==> src/rtl/rv32_pkg.sv <==
// Shared RV32IM definitions: ALU operation codes (also used by decode's control unit),
// divider FSM states and the divider iteration count.
package rv32_pkg;

    // Radix-2 divider: one quotient bit per iteration.
    localparam int unsigned DIV_ITER  = 32;
    localparam int unsigned DIV_CNT_W = $clog2(DIV_ITER);

    typedef enum logic [4:0] {
        AluAdd    = 5'd0,
        AluSub    = 5'd1,
        AluSll    = 5'd2,
        AluSlt    = 5'd3,
        AluSltu   = 5'd4,
        AluXor    = 5'd5,
        AluSrl    = 5'd6,
        AluSra    = 5'd7,
        AluOr     = 5'd8,
        AluAnd    = 5'd9,
        AluPassb  = 5'd10,
        AluMul    = 5'd11,
        AluMulh   = 5'd12,
        AluMulhsu = 5'd13,
        AluMulhu  = 5'd14,
        AluDiv    = 5'd15,
        AluDivu   = 5'd16,
        AluRem    = 5'd17,
        AluRemu   = 5'd18
    } alu_op_t;

    typedef enum logic [1:0] {
        DivIdle,
        DivCalc,
        DivFin
    } div_state_t;

endpackage

==> src/rtl/div_unit.sv <==
// Iterative radix-2 restoring divider for DIV/DIVU/REM/REMU.
// Ports:
//   clk, rst        clock, asynchronous active-high reset
//   start           accepted div-class op (only honoured in idle)
//   flush           abort an in-flight op; no done pulse for it
//   op_signed       DIV/REM (operands are two's complement)
//   op_rem          REM/REMU (return remainder instead of quotient)
//   dividend        operand A
//   divisor         operand B
//   busy            registered: state != idle
//   done            combinational: result valid this cycle (fast path or FIN)
//   result          combinational result accompanying done
module div_unit
    import rv32_pkg::*;
#(
    parameter int DATA_WIDTH = 32
) (
    input  logic                  clk,
    input  logic                  rst,
    input  logic                  start,
    input  logic                  flush,
    input  logic                  op_signed,
    input  logic                  op_rem,
    input  logic [DATA_WIDTH-1:0] dividend,
    input  logic [DATA_WIDTH-1:0] divisor,
    output logic                  busy,
    output logic                  done,
    output logic [DATA_WIDTH-1:0] result
);

    localparam logic [DATA_WIDTH-1:0] INT_MIN = {1'b1, {(DATA_WIDTH-1){1'b0}}};

    div_state_t             state_q, state_d;
    logic [DIV_CNT_W-1:0]   count_q, count_d;
    logic [DATA_WIDTH-1:0]  quo_q, quo_d;
    logic [DATA_WIDTH-1:0]  rem_q, rem_d;
    logic [DATA_WIDTH-1:0]  dvsr_q, dvsr_d;
    logic                   neg_quo_q, neg_quo_d;
    logic                   neg_rem_q, neg_rem_d;
    logic                   want_rem_q, want_rem_d;

    logic                   a_neg, b_neg;
    logic [DATA_WIDTH-1:0]  a_abs, b_abs;
    logic                   div_zero, overflow;
    logic [DATA_WIDTH:0]    trial_shift, trial_diff;

    assign a_neg    = op_signed & dividend[DATA_WIDTH-1];
    assign b_neg    = op_signed & divisor[DATA_WIDTH-1];
    assign a_abs    = a_neg ? ('0 - dividend) : dividend;
    assign b_abs    = b_neg ? ('0 - divisor) : divisor;
    assign div_zero = (divisor == '0);
    assign overflow = op_signed & (dividend == INT_MIN) & (divisor == '1);

    // Shift the next dividend bit into the partial remainder and try to subtract.
    // The partial remainder is always below the divisor, so W+1 bits suffice.
    assign trial_shift = {rem_q, quo_q[DATA_WIDTH-1]};
    assign trial_diff  = trial_shift - {1'b0, dvsr_q};

    assign busy = (state_q != DivIdle);

    always_comb begin
        state_d    = state_q;
        count_d    = count_q;
        quo_d      = quo_q;
        rem_d      = rem_q;
        dvsr_d     = dvsr_q;
        neg_quo_d  = neg_quo_q;
        neg_rem_d  = neg_rem_q;
        want_rem_d = want_rem_q;
        done       = 1'b0;
        result     = '0;

        unique case (state_q)
            DivIdle: begin
                if (start) begin
                    if (div_zero) begin
                        done   = 1'b1;
                        result = op_rem ? dividend : '1;
                    end else if (overflow) begin
                        done   = 1'b1;
                        result = op_rem ? '0 : INT_MIN;
                    end else begin
                        state_d    = DivCalc;
                        count_d    = '0;
                        quo_d      = a_abs;
                        rem_d      = '0;
                        dvsr_d     = b_abs;
                        neg_quo_d  = a_neg ^ b_neg;
                        neg_rem_d  = a_neg;
                        want_rem_d = op_rem;
                    end
                end
            end
            DivCalc: begin
                if (!trial_diff[DATA_WIDTH]) begin
                    rem_d = trial_diff[DATA_WIDTH-1:0];
                    quo_d = {quo_q[DATA_WIDTH-2:0], 1'b1};
                end else begin
                    rem_d = trial_shift[DATA_WIDTH-1:0];
                    quo_d = {quo_q[DATA_WIDTH-2:0], 1'b0};
                end
                count_d = count_q + 1'b1;
                if (count_q == DIV_CNT_W'(DIV_ITER - 1)) begin
                    state_d = DivFin;
                end
                if (flush) begin
                    state_d = DivIdle;
                end
            end
            DivFin: begin
                state_d = DivIdle;
                if (want_rem_q) begin
                    result = neg_rem_q ? ('0 - rem_q) : rem_q;
                end else begin
                    result = neg_quo_q ? ('0 - quo_q) : quo_q;
                end
                // A flush arriving together with completion kills the result.
                done = ~flush;
            end
            default: begin
                state_d = DivIdle;
            end
        endcase
    end

    always_ff @(posedge clk or posedge rst) begin
        if (rst) begin
            state_q    <= DivIdle;
            count_q    <= '0;
            quo_q      <= '0;
            rem_q      <= '0;
            dvsr_q     <= '0;
            neg_quo_q  <= 1'b0;
            neg_rem_q  <= 1'b0;
            want_rem_q <= 1'b0;
        end else begin
            state_q    <= state_d;
            count_q    <= count_d;
            quo_q      <= quo_d;
            rem_q      <= rem_d;
            dvsr_q     <= dvsr_d;
            neg_quo_q  <= neg_quo_d;
            neg_rem_q  <= neg_rem_d;
            want_rem_q <= want_rem_d;
        end
    end

endmodule

==> src/rtl/execute_stage.sv <==
// RV32IM execute stage: single-cycle ALU and multiplier, iterative divider.
// Ports:
//   clk, rst      clock, asynchronous active-high reset
//   ex_valid_i    decode presents a valid operation
//   alu_control   operation code (rv32_pkg::alu_op_t; unused codes yield 0)
//   opa_mux_out   operand A
//   opb_mux_out   operand B
//   flush_i       kill in-flight divide / suppress acceptance
//   busy_o        divider occupied; upstream holds its instruction
//   ex_valid_o    one-cycle pulse per completed op
//   ex_result     registered result, held between pulses
module execute_stage
    import rv32_pkg::*;
#(
    parameter int DATA_WIDTH  = 32,
    parameter int ALU_CONTROL = 5
) (
    input  logic                   clk,
    input  logic                   rst,
    input  logic                   ex_valid_i,
    input  logic [ALU_CONTROL-1:0] alu_control,
    input  logic [DATA_WIDTH-1:0]  opa_mux_out,
    input  logic [DATA_WIDTH-1:0]  opb_mux_out,
    input  logic                   flush_i,
    output logic                   busy_o,
    output logic                   ex_valid_o,
    output logic [DATA_WIDTH-1:0]  ex_result
);

    alu_op_t                 op;
    logic                    accept, is_div, alu_fire, div_start;
    logic                    div_busy, div_done;
    logic [DATA_WIDTH-1:0]   div_result;
    logic [DATA_WIDTH-1:0]   alu_result;
    logic                    mul_a_sgn, mul_b_sgn;
    logic [2*DATA_WIDTH-1:0] mul_a, mul_b, mul_prod;
    logic [4:0]              shamt;
    logic                    valid_q;
    logic [DATA_WIDTH-1:0]   result_q;

    assign op        = alu_op_t'(alu_control);
    assign is_div    = op inside {AluDiv, AluDivu, AluRem, AluRemu};
    assign accept    = ex_valid_i & ~div_busy & ~flush_i;
    assign alu_fire  = accept & ~is_div;
    assign div_start = accept & is_div;
    assign shamt     = opb_mux_out[4:0];

    // Extend both operands to 2W bits with per-op signedness; the low 2W bits
    // of the product are then correct for every MUL variant.
    assign mul_a_sgn = (op == AluMulh) | (op == AluMulhsu);
    assign mul_b_sgn = (op == AluMulh);
    assign mul_a     = {{DATA_WIDTH{mul_a_sgn & opa_mux_out[DATA_WIDTH-1]}}, opa_mux_out};
    assign mul_b     = {{DATA_WIDTH{mul_b_sgn & opb_mux_out[DATA_WIDTH-1]}}, opb_mux_out};
    assign mul_prod  = mul_a * mul_b;

    always_comb begin
        alu_result = '0;
        case (op)
            AluAdd:    alu_result = opa_mux_out + opb_mux_out;
            AluSub:    alu_result = opa_mux_out - opb_mux_out;
            AluSll:    alu_result = opa_mux_out << shamt;
            AluSlt:    alu_result = {{(DATA_WIDTH-1){1'b0}},
                                     ($signed(opa_mux_out) < $signed(opb_mux_out))};
            AluSltu:   alu_result = {{(DATA_WIDTH-1){1'b0}}, (opa_mux_out < opb_mux_out)};
            AluXor:    alu_result = opa_mux_out ^ opb_mux_out;
            AluSrl:    alu_result = opa_mux_out >> shamt;
            AluSra:    alu_result = $unsigned($signed(opa_mux_out) >>> shamt);
            AluOr:     alu_result = opa_mux_out | opb_mux_out;
            AluAnd:    alu_result = opa_mux_out & opb_mux_out;
            AluPassb:  alu_result = opb_mux_out;
            AluMul:    alu_result = mul_prod[DATA_WIDTH-1:0];
            AluMulh,
            AluMulhsu,
            AluMulhu:  alu_result = mul_prod[2*DATA_WIDTH-1:DATA_WIDTH];
            default:   alu_result = '0;
        endcase
    end

    div_unit #(
        .DATA_WIDTH (DATA_WIDTH)
    ) u_div_unit (
        .clk       (clk),
        .rst       (rst),
        .start     (div_start),
        .flush     (flush_i),
        .op_signed ((op == AluDiv) | (op == AluRem)),
        .op_rem    ((op == AluRem) | (op == AluRemu)),
        .dividend  (opa_mux_out),
        .divisor   (opb_mux_out),
        .busy      (div_busy),
        .done      (div_done),
        .result    (div_result)
    );

    // alu_fire and div_done never coincide: div_done outside the idle fast path
    // only occurs while busy, which blocks acceptance.
    always_ff @(posedge clk or posedge rst) begin
        if (rst) begin
            valid_q  <= 1'b0;
            result_q <= '0;
        end else begin
            valid_q <= alu_fire | div_done;
            if (alu_fire) begin
                result_q <= alu_result;
            end else if (div_done) begin
                result_q <= div_result;
            end
        end
    end

    assign busy_o     = div_busy;
    assign ex_valid_o = valid_q;
    assign ex_result  = result_q;

endmodule

==> config.mk <==
export PLATFORM = sky130hd
export DESIGN_NAME = execute_stage
export DESIGN_NICKNAME = d
export VERILOG_FILES = /design/src/rtl/rv32_pkg.sv /design/src/rtl/div_unit.sv /design/src/rtl/execute_stage.sv
export SDC_FILE = /design/constraint.sdc
export NUM_CORES = 2
export LEC_CHECK = 0
export ABC_AREA = 1
export BUFFER_PORTS_ARGS = -buffer_cell sky130_fd_sc_hd__buf_2
export CAP_MARGIN = 10
export CORE_MARGIN = 2
export CORE_UTILIZATION = 45
export DETAILED_ROUTE_END_ITERATION = 6
export SYNTH_ARGS = -nofsm -noshare
export SYNTH_HDL_FRONTEND = slang
export SYNTH_HIERARCHICAL = 1
export SYNTH_SLANG_ARGS = --single-unit
==> constraint.sdc <==
create_clock -name clk -period 4 [get_ports clk]
set_clock_uncertainty 0.15 [all_clocks]
set_input_delay 0.2 -clock clk [delete_from_list [all_inputs] [get_ports clk]]
set_output_delay 0.2 -clock clk [all_outputs]
set_load 0.05 [all_outputs]
== Yosys cells after proc, flatten, opt, wreduce, memory -nomap -nowiden ==
Cells that the tools add are included.
Widths: inputs -> output; s select.
Word-level totals
  input port bits: 73
  bits in registers: 139
  output and inout port bits: 34
  word-level logic and storage cells: 123
Cells by class
  $mul: 1
  bitwise logic cells: 23
  shift-type cells: 3
  add/sub/neg operators: 8
  reductions and logical operators: 11
  mux-type cells: 38
  magnitude comparators: 2
  equality and inequality tests: 27
Operator list (number)
  $mux 32: 19
  $pmux 32 s13: 1
  $pmux 32 s2: 3
  $sub 1x32->32 const A: 4
  $eq 32x32->1 const B: 2
  $lt 32x32->1: 2
  $mul 33x33->64: 1
  $eq 5x4->1 const B: 8
  $sub 33x32->33: 1
  $add 32x32->32: 1
  $and 32x32->32: 1
  $logic_not 32->1: 1
  $or 32x32->32: 1
  $shl 32x5->32: 1
  $shr 32x5->32: 1
  $sshr 32x5->32: 1
  $sub 32x32->32: 1
  $xor 32x32->32: 1
  $eq 5x3->1 const B: 4
  $eq 5x5->1 const B: 4
  $mux 5: 3
  $reduce_and 4->1: 3
  $and 1x1->1: 10
  $eq 5x2->1 const B: 2
  19 further kinds: 37

== Logic depth before layout (Yosys ltp) ==
  word-level depth: 10
  mapped depth: 38
  gate-level depth less buffers: 37

== Cells and area by module ==
The synthesis kept the hierarchy.
By module, submodules not included
  execute_stage: sequential area each 825.8 um^2, area each 51489.4 um^2, instances 1, cells each 7330
  div_unit: sequential area each 2652.5 um^2, area each 12002.8 um^2, instances 1, cells each 2084

== Least setup slack after synthesis ==
No wires, ideal clock.
  path type: input-to-reg
  from: input port opa_mux_out[31]
  to: register result_q[31] (netlist: ex_result[31])
  data required time: 3.727 ns
  data arrival time: 7.663 ns
  setup slack: -3.936 ns
  path buffers: 2
  setup time: 0.123 ns
  stages on the path: 32
  cells stage by stage: buf_2 -> nand2_1 -> nor2_4 -> clkinv_1 -> clkbuf_1 -> nor2_1 -> fa_1 -> inv_1 -> fa_1 -> inv_1 -> fa_1 -> inv_1 -> fa_1 -> inv_1 -> fa_1 -> fa_1 -> inv_1 -> fa_1 -> fa_1 -> inv_1 -> ha_1 -> nand2_1 -> nor2_1 -> nand2_1 -> nor4_1 -> nand2_1 -> nand2_1 -> nand3_1 -> nand3_1 -> nand3_1 -> nand2_1 -> a21oi_1
Between the ends
  longest elaborated chain between the ends: 9
  elaborated cells between the ends (all ways): 26
  classes of those cells: add/sub (2); mul (1); eq/ne (1); shift (3); mux (12); bitwise (6); reduce/logical (1)
Ends and longest elaborated chain
  from (decl): line execute_stage.sv:22  | input logic [DATA_WIDTH-1:0] opa_mux_out,
  branches (longest 9 deep; another with $mul 33x33->64)
  to (signal assigned): line execute_stage.sv:104  | result_q <= alu_result;
  to (signal assigned): line execute_stage.sv:106  | result_q <= div_result;
  to (decl): line execute_stage.sv:39  | logic [DATA_WIDTH-1:0] result_q;
Parallel ways; which one is timed is not known. The select of a mux whose other input is x is not followed.
A chain may end at the register's enable or synchronous reset.

== Final worst setup path ==
  from: input port alu_control[4]
  to: register result_q[23] (netlist: ex_result[23])
Between the ends
  longest elaborated chain between the ends: 10
  elaborated cells between the ends (all ways): 45
  classes of those cells: mul (1); eq/ne (18); mux (12); bitwise (10); reduce/logical (4)
Ends and longest elaborated chain
  from (decl): line execute_stage.sv:21  | input logic [ALU_CONTROL-1:0] alu_control,
  branches (longest 10 deep; another with $mul 33x33->64)
Parallel ways; which one is timed is not known. The select of a mux whose other input is x is not followed.

==> metrics.txt <==
Total Routing Usage GR 44.67%; largest net degree at the start of global routing 74; drt first-iter violations 8054; maxcap violations 0; 1st-pass router iterations 7; vias post-DR 67930; latest clock arrival within the worst-skew pair 0.53 ns; failing checks DRC, setup timing; CP required 4.30 ns; drt wl/cell 26.67 um; CP Class input pin to flop; CTS tree done; Final Non-Filler Cells 12110; Netlist cell types 59; status finished, violations left; number of setup violations in the final report 32; HP Class input pin to flop; kind of end point of the critical path flop; dominant synthesized flop cell dfrtp_1; WL final 323000 um; Slew @ Worst Pin 0.9218 ns; core area 0.1397 mm2; Fmax 138.9 MHz; Post-Syn Area per Cell 6.744 um2; area grow syn2layout 22.82%; Critical Path Source Type input pin; number of global-route vias before repair 67860; Starting Density 45.45%; Final TNS setup -96.73 ns; crit-path most repeated cell fa_1; fraction of layout cells with a size suffix above 1 18.23%; Final ANT Viol Nets 0; worst-path fanout max 7; crit path DAT 7.50 ns; Site Rows 137; Final Wtd Congestion 1.084; fin crit period 7.202 ns; CTS sink cnt 139; I/O pin total 107; Die ar. 0.1441 mm2; relative slew slack 38.55%; Congestion Overflow GR 0; CTS Buffer Depth 2; EDFF count, synth 0; final hold vios 0; async set or reset register ratio after synthesis 100.0%; Clock transition at path regs 0.08 ns; Mapped Area 0.06349 mm2; fin nets 11760; CTS Buf Count 17; first-pass GRT wire length 466000 um; Final Max Tran Viols 0; PortBufs 106; die width 379.6 um; syn nets 10960; setup ws final -3.202 ns; Mapped Cells 9414; yosys warns 6; Post-route DRC 3; initial antenna violation count 28; Placed Cells 12000; Synth Register Bits 139; DR vias/cell 5.610; register area share after synthesis 5.478%; RSZ-0062 raised after global routing true; H-tree depth 4; CTS Root Buffer Type clkbuf_16; CP max stage cell fa_2; CP peak stage delay 0.64 ns; Tcrit/Tclk final 180.0%; HPWL Detailed 275200 um; die height 379.6 um
-- stage by stage --
step                util, %  worst slack [ns]  hold WS [ns]  area [um2]
floorplan                 -            -3.259        0.1214       64770
global placement      53.52            -4.059        0.2123       74770
detailed placement    53.52            -4.050        0.2118       74770
CTS                   55.23            -3.131       0.02560       77160
global route          55.81            -3.385       0.07030       77970
finish                55.82            -3.202       0.07476       77980
-- repair_timing --
item,in CTS,in global routing
resized for setup,363,186
endpoints found under the setup margin,32,32
hold endpoints to repair,78,0
pin swaps,161,132
buffers inserted,50,20
hold buffers,2,0
-- metal layers --
layer	global-route usage [%]	routed length, um	vias to the layer above	part of all wire [%]
met1	57.73	124100	33320	38
met2	65.82	135100	3937	42
met4	32.65	29940	18	9.3
met3	9.888	33720	922	10
li1	-	-	29730	-
met5	0	120	-	0.037
-- final cells by class --
type                       instances  area (um2)
inverter                        2152        8150
clock inverter                    13       166.4
sequential                       139        3478
fill                           13630       61720
clock buffer                      18       439.2
tap                             1876        2347
multi-input combinational       6700       52700
antenna                           10       25.02
timing repair buffer            1201       10680
-- worst max-delay path, delay by kind of cell --
| family | cells | cell delay, ns |
|---|---|---|
| simple gates | 12 | 1.62 |
| compound gates | 1 | 0.15 |
| fa+ha+maj | 9 | 4.52 |
| buf+inv | 11 | 0.97 |
-- path summary, 6_finish.rpt --
path                                              startpoint                                 to  slack [ns]  cells past startpoint
min reg2reg                u_div_unit/count_q[4]$_DFFE_PP0P_  u_div_unit/count_q[4]$_DFFE_PP0P_        0.33                      2
min                                          opb_mux_out[14]  u_div_unit/dvsr_q[14]$_DFFE_PP0P_        0.07                      3
max in group asynchronous                                rst  u_div_unit/dvsr_q[15]$_DFFE_PP0P_        2.66                      4
max reg2reg                u_div_unit/state_q[0]$_DFFE_PP0P_           ex_result[0]$_DFFE_PP0P_        0.34                     13
min in group asynchronous                                rst    u_div_unit/quo_q[7]$_DFFE_PP0P_        0.22                      3
max                                           alu_control[4]          ex_result[23]$_DFFE_PP0P_       -3.20                     33
-- cells in the final DEF (no fill, tap or decap), types with 38 or more instances in the layout --
cell type     n
o21ai_0     308
inv_2        74
nand2_4      38
xor2_1       42
buf_12      130
nor2_4       73
buf_6        48
nor2_2       59
a21oi_1     243
ha_1        299
nor2_1      531
a21oi_2      55
nand2_2      80
inv_1      2059
nor3_1       62
ha_4         45
buf_4       944
dfrtp_1     139
nand3_2      56
buf_2        70
fa_1       1102
nand4_1      94
nand2_1    2566
nand3_1     693
-- registers in the layout (all words and copies together) (netlist names) --
register / flops
ex_result: 32
ex_valid_o: 1
u_div_unit/count_q: 5
u_div_unit/dvsr_q: 32
u_div_unit/neg_quo_q: 1
u_div_unit/neg_rem_q: 1
u_div_unit/quo_q: 32
u_div_unit/rem_q: 32
u_div_unit/state_q: 2
u_div_unit/want_rem_q: 1
-- synthesized netlist by cell type, types with 15 or more instances --
cell type,number,area [um2]
a21oi_1,313,1567
buf_1,35,131.4
buf_2,64,320.3
buf_4,19,142.6
buf_6,15,168.9
clkbuf_1,286,1074
dfrtp_1,139,3478
fa_1,1128,22580
ha_1,348,4354
inv_1,2131,7999
inv_2,15,56.30
nand2_1,2663,9996
nand2_2,17,106.4
nand3_1,749,3749
nand3b_1,25,187.7
nand4_1,94,588.1
nor2_1,641,2406
nor3_1,68,340.3
o211ai_1,32,240.2
o21ai_0,341,1707
o21ai_2,19,166.4
o21bai_1,26,195.2
o22ai_1,20,125.1
or2_2,17,106.4
xnor2_1,25,219.0
xor2_1,42,367.9
-- kinds of logic (layout without fill, tap and decap cells) --
kind of cell	after synthesis	after routing	synth area share [%]
fa+ha+maj	1476	1476	42.42
mux	2	2	0.03153
flops	139	139	5.478
simple gates	4339	4339	28.44
other cells	0	10	0
buf+inv	2575	3384	15.65
compound gates	816	816	7.051
xor+xnor	67	67	0.9242
Power is left out: the tool's default activity adds up to more than one toggle a clock period on the data nets, which glitch-free logic cannot reach.
